==> config.mk <==
export PLATFORM = sky130hd
export DESIGN_NAME = seq_sat_counter
export DESIGN_NICKNAME = d
export VERILOG_FILES = /design/src/rtl/seq_sat_counter.sv
export SDC_FILE = /design/constraint.sdc
export NUM_CORES = 1
export LEC_CHECK = 0
export CAP_MARGIN = 15
export CORE_AREA = 2 2 39 41
export CTS_CLUSTER_SIZE = 25
export DETAILED_ROUTE_END_ITERATION = 12
export DIE_AREA = 0 0 41 43
export MAX_ROUTING_LAYER = met4
export SYNTH_ARGS = -nofsm -noshare
export SYNTH_HDL_FRONTEND = slang
export SYNTH_SLANG_ARGS = --single-unit
==> constraint.sdc <==
create_clock -name clk -period 1.91 [get_ports clk]
set_input_delay 0.191 -clock clk [delete_from_list [all_inputs] [get_ports clk]]
set_output_delay 0.191 -clock clk [all_outputs]
set_load 0.1 [all_outputs]
==> src/rtl/seq_sat_counter.sv <==
// Saturating up-counter: sticks at all-ones, clears only on reset.
// Used to tally in-lock sequence breaks.
module seq_sat_counter #(
    parameter int unsigned W = 8
) (
    input  logic         clk,
    input  logic         rst,
    input  logic         inc,
    output logic [W-1:0] count
);

    logic [W-1:0] count_q;
    logic [W-1:0] count_d;

    // Step by one unless already saturated.
    always_comb begin
        count_d = count_q;
        if (inc && (count_q != '1)) begin
            count_d = count_q + 1'b1;
        end
    end

    // Counter register with synchronous reset.
    always_ff @(posedge clk) begin
        if (rst) begin
            count_q <= '0;
        end else begin
            count_q <= count_d;
        end
    end

    assign count = count_q;

endmodule

# == Yosys cells after proc, flatten, opt, wreduce, memory -nomap -nowiden ==
# Cells that the tools add are included.
# totals
output_inout_bits,8
regBits,8
word_cells,4
inputBits,3
# op_classes
eq_ne,1
n_reduce_logical,1
n_addsub,1
# ops
op,n
$add 8x1->8 const B,1
$ne 8x8->1 const B,1
$logic_and 1x1->1,1

# == Logic depth before layout (Yosys ltp) ==
# Gate-level depths: netlist of the first run.
# depth
ltp_word,2
depth_mapped,4
depth_no_buf,4

# == Least setup slack after synthesis of the first run ==
# OpenSTA, ideal clock, no wires.
# synth_timing
kind,flip-flop to flip-flop
start,"register count_q[0], in the netlist count[0]"
end,"register count_q[0], in the netlist count[0]"
path_stages_with_launch,5
path_buffers,0
path_slack_ns,-0.115
setup_ns,0.121
t_arrival_ns,1.904
required_ns,1.789
period_less_slack_ns,2.025
cell_sequence,dfxtp_1 > ha_1 > and3_4 > a21boi_4 > mux2_4
# synth_via
elab_chain_cells,2
word_cells_on_any_way,3
classes_between,add/sub (1); eq/ne (1); reduce/logical (1)
# synth_lines
element,line,text
start: declaration,12,logic [W-1:0] count_q;
start signal: assignment,28,count_q <= count_d;
branches (longest 2 deep; another with $add 8x1->8),n/a,
# Several ways; the timed one is not identified.
# A chain may end at the register's enable or synchronous reset.

# == Worst setup path after layout of the first run ==
# Same ends and word-level chain as after synthesis.

==> metrics.txt, run 1 <==
placed inst area 523.0 um2; Nets 64; Fmax 0.7052 GHz; first-pass GRT wire length around 1.3 mm; critical path launch point type flop; H-Tree Depth 1; chip width 41 um; post-synthesis sequential area ratio 37.21%; GP Congestion 0.6850; Die H 43 um; worst hold path type reg2reg; RSZ-0062 raised after global routing false; reg2reg setup slack 0.49 ns; overall die area 0.001763 mm2; PortBufs 10; WP data required 2.05 ns; pin count of the biggest net entering global routing 9; Rel. slew slack about four fifths; P&R area growth vs syn 26.74%; post-synthesis cell type count 25; CP max-delay cell dfxtp_2; shortest period the worst path allows 1.418 ns; Final Hold Violating Endpoints 0; CTS Sinks 8; CP Max Fanout 6; CP peak stage delay between 0.3 and 0.4 ns; Total GRT Usage 12.64%; Finished Cell Area 545.5 um2; Critical Path AT 1.56 ns; Reg power frac approximately 49%; combinational power share 16.7%; Post-DRT Antenna Nets 0; Post-CTS Hold Fix Bufs 0; Worst-path clk slew approximately 0.050 ns; DRC viols 0; Leakage approximately 0.22 nW; fin crit share 74.24%; Post-Syn Nets 50; Largest register FFs 8; Internal between 0.0002 and 0.0003 W; # diodes 0; Root Driver clkbuf_4; Syn Std Cell Area about 430 um2; via count 401; hpwl dp 646.3 um; Pre-Repair DR Iteration Count 2; clk_lat worst skew roughly 0.25 ns; Synth Instances 46; Setup crit end kind flop; r2r worst-path depth 4; Worst VDD drop 0.2936 mV; proportion of layout cells with a drive suffix above 1 32.76%; crit path cell chain ha_1 > and3_4 > a21boi_4 > mux2_4; final wirelength 906 um; Synth Register Bits 8; skew final ~0.00097 ns; gr ovfl total 0; post-cts resize count 0; Vias/cell 5.419; PwrDens 674.1 mW/mm2; Net Switching 0.0001053 W; endpoints failing setup 0; Initial DRC Count 3; hold depth 2; sw frac 28.63%; most frequent cells in the layout buf_4, a21oi_1, nand2_1, dfxtp_1; # Post-CTS Setup Buffers 0; final core utilization 39.42%; initial antenna violation count 0; Max Cap Viol 0; leading cell type in the layout, fill and taps excluded buf_4; maximum number of buffers from clock root to sink 2; CTS tree yes; total chip power ~0.00037 W; Yosys warnings 0; initial core utilization 31.10%; status completed; Setup TNS 0 ns; WL/cell between 10 and 15 um; placement row count 14; Worst-Margin Slew approximately 0.30 ns; Inserted Clock Buffers 3; Final Max Tran Viols 0; Avg Cell Area, Syn 9.357 um2; core area 0.001384 mm2; Crit Path Category reg2reg; Clk pwr share 34.9%; vias in the first global route 293; IO Count 11
[per-layer routing]
metal / global-route usage [%] / vias to the layer above / routed length (um)
met5: - / - / 0
li1: - / 204 / -
met2: 13.75 / 12 / 373
met3: 9.424 / 2 / 67
met4: 8.000 / 0 / 13
met1: 15.71 / 183 / 451
[area by class of cell]
class	count	area, um2
well taps	16	20.02
flip-flops and latches	8	163.9
fillers	144	838.3
multi-input cells	36	255.2
clock buffers	3	22.52
inverters	1	3.754
repair buffers	10	80.08
[metrics by stage]
step,setup slack (ns),hold slack [ns],instances
3_3_place_gp,0.4473,0.4818,71
5_1_grt,0.4682,0.5253,74
6_report,0.4920,0.4956,74
2_1_floorplan,0.01617,0.2631,46
3_5_place_dp,0.4141,0.4783,71
4_1_cts,0.4864,0.4946,74
[final timing paths]
check | end | from
max reg2reg | count[0]$_SDFFE_PP0P_ | count[0]$_SDFFE_PP0P_
max | count[0]$_SDFFE_PP0P_ | count[0]$_SDFFE_PP0P_
min reg2reg | count[1]$_SDFFE_PP0P_ | count[1]$_SDFFE_PP0P_
min | count[1]$_SDFFE_PP0P_ | count[1]$_SDFFE_PP0P_
[critical path: cells and delay by family, from the launching register on]
kind | cells | cell delay (ns)
simple gates | 1 | 0.22
fa+ha+maj | 1 | 0.26
compound gates | 1 | 0.18
mux | 1 | 0.31
flops | 1 | 0.34
[logic make-up (layout without fill, tap and decap cells)]
logic type | after synthesis | in the layout | synth area share [%]
compound gates | 15 | 15 | 25.87
fa+ha+maj | 1 | 1 | 2.907
buf+inv | 2 | 14 | 3.487
flops | 8 | 8 | 37.21
mux | 2 | 2 | 5.813
simple gates | 18 | 18 | 24.71
[power by group through the flow]
stage | logic (W) | registers, W | clock network (W)
2_1_floorplan | 0.0000147 | 0.000211 | 0
3_3_place_gp | 0.0000615 | 0.000182 | 0
3_5_place_dp | 0.0000614 | 0.000182 | 0
4_1_cts | 0.0000614 | 0.000178 | 0.000139
5_1_grt | 0.0000634 | 0.000179 | 0.000151
6_report | 0.0000613 | 0.000178 | 0.000128
[synthesized netlist by cell type]
cell	n	area [um2]
a31oi_1	1	6.260
and4_1	2	17.52
a21boi_0	1	7.510
a211oi_1	2	15.01
nand3_1	2	10.01
mux2_4	1	15.01
and3_4	1	11.26
a21oi_1	5	25.02
nand2_1	5	18.77
a311oi_1	1	8.760
a21boi_4	1	18.77
inv_1	1	3.750
o311a_1	1	10.01
dfxtp_1	8	160.2
mux2i_1	1	10.01
buf_6	1	11.26
and2b_2	1	8.760
o21ai_1	1	5.000
nand4_1	2	12.51
or3_2	1	7.510
o21bai_1	2	15.01
ha_1	1	12.51
nor2_1	1	3.750
nor3_1	2	10.01
nand2b_1	1	6.260
No activity file was read; power rests on OpenSTA's default activity.
==> run 2, diff against run 1 <==
==> constraint.sdc (replaced) <==
create_clock -name clk -period 1.33 [get_ports clk]
set_input_delay 0.133 -clock clk [delete_from_list [all_inputs] [get_ports clk]]
set_output_delay 0.133 -clock clk [all_outputs]
set_load 0.1 [all_outputs]
==> metrics.txt, run 2 (synthesis results as in run 1) <==
Inserted Clock Buffers 3; initial core utilization 31.10%; hpwl dp ~730 um; Critical Path AT 1.43 ns; Internal 0.0003900 W; H-Tree Depth 1; chip width 41 um; sw frac 28.72%; Final Hold Violating Endpoints 0; gr ovfl total 0; total chip power roughly 0.00055 W; clk_lat worst skew roughly 0.25 ns; Hold Slack 0.4813 ns; Leakage 0.2694 nW; WP data required 1.47 ns; most frequent cells in the layout dfxtp_4, buf_12, a21oi_1, nand2_1, buf_4; critical path launch point type flop; pin count of the biggest net entering global routing 9; Vias/cell 5.278; status completed; Pre-Repair DR Iteration Count 4; DRC viols 0; initial antenna violation count 0; Worst VDD drop roughly 0.47 mV; combinational power share 22.5%; Setup crit end kind flop; Clk pwr share approximately a third; CP Max Fanout 5; first-pass GRT wire length 1.690 mm; sequential cell area 190.2 um2; final wirelength approximately 930 um; skew final 0.0003740 ns; Net Switching 0.0001571 W; # diodes 0; r2r worst-path depth 4; Total GRT Usage 14.86%; Final Max Tran Viols 0; post-cts resize count 0; Rel. slew slack 81.22%; CTS Sinks 8; # Post-CTS Setup Buffers 0; hold depth 1; overall die area 0.001763 mm2; final core utilization approximately 52%; placement row count 14; Worst Hold Endpoint count[5]$_SDFFE_PP0P_; proportion of layout cells with a drive suffix above 1 47.62%; Reg power frac 44.1%; Initial DRC Count 5; Root Driver clkbuf_4; Crit Path Category reg2reg; critical hold path startpoint count[5]$_SDFFE_PP0P_; PortBufs 10; Fmax 0.7751 GHz; Largest register FFs 8; capturing point of the worst reg2reg path count[0]$_SDFFE_PP0P_; worst hold path type reg2reg; RSZ-0062 raised after global routing false; Nets 69; IO Count 11; maximum number of buffers from clock root to sink 2; core area about 0.0014 mm2; shortest period the worst path allows around 1.3 ns; FF-to-FF Start count[1]$_SDFFE_PP0P_; via count 417; final setup slack of the worst path roughly 0.040 ns; Max Cap Viol 0; vias in the first global route 382; area of the multi-input gates 267.8 um2; WL/cell between 10 and 15 um; Setup TNS 0 ns; Worst-path clk slew 0.05 ns; reg2reg setup slack 0.04 ns; Placement Setup Slack -0.08189 ns; Post-CTS Hold Fix Bufs 0; filler instances between 100 and 150; P&R area growth vs syn 67.73%; GP Congestion 0.8621; endpoints failing setup 0; Post-DRT Antenna Nets 0; Worst-Margin Slew approximately 0.28 ns; CTS tree yes; PwrDens 757.9 mW/mm2; Die H 43 um; fin crit share around 97%
-- run 2: worst max-delay path by stage --
stage | from | end | depth (start not counted)
3_3_place_gp | inc | count[3]$_SDFFE_PP0P_ | 4
4_1_cts | count[1]$_SDFFE_PP0P_ | count[0]$_SDFFE_PP0P_ | 4
5_1_grt | count[1]$_SDFFE_PP0P_ | count[0]$_SDFFE_PP0P_ | 4
3_5_place_dp | inc | count[3]$_SDFFE_PP0P_ | 4
6_report | count[1]$_SDFFE_PP0P_ | count[0]$_SDFFE_PP0P_ | 4
2_1_floorplan | count[1]$_SDFFE_PP0P_ | count[0]$_SDFFE_PP0P_ | 4
-- run 2: per-layer routing --
metal / up-vias / routed length (um) / global-route usage (%)
met5: - / 0 / -
met4: 0 / 13 / 6.000
met3: 4 / 66 / 6.283
met2: 16 / 445 / 19.69
met1: 184 / 408 / 19.48
li1: 213 / - / -
-- run 2: per-stage QoR --
stage | instances | area, um2
after floorplan | 46 | 473.0
final | 79 | 721.9
after CTS | 79 | 721.9
after detailed placement | 76 | 699.4
after global placement | 76 | 699.4
after global routing | 79 | 721.9
-- run 2: worst max-delay path, stage by stage, from the launching register on --
cell and delay [ns]:
dfxtp_4 0.35, ha_4 0.17, and3_4 0.19, a21boi_4 0.16, mux2_4 0.31
-- run 2: power groups by stage --
stage	Sequential (W)	Combinational [W]	Clock (W)
floorplan	0.000293	0.0000227	0
global placement	0.000246	0.000124	0
detailed placement	0.000246	0.000124	0
CTS	0.000241	0.000124	0.000188
global route	0.000242	0.000130	0.000204
finish	0.000241	0.000123	0.000183
-- run 2: layout make-up --
type,count,area share (%)
Tap cell,16,2.773
Multi-Input combinational cell,36,37.09
Clock buffer,3,3.120
Inverter,1,0.5199
Timing Repair Buffer,15,30.16
Sequential cell,8,26.34
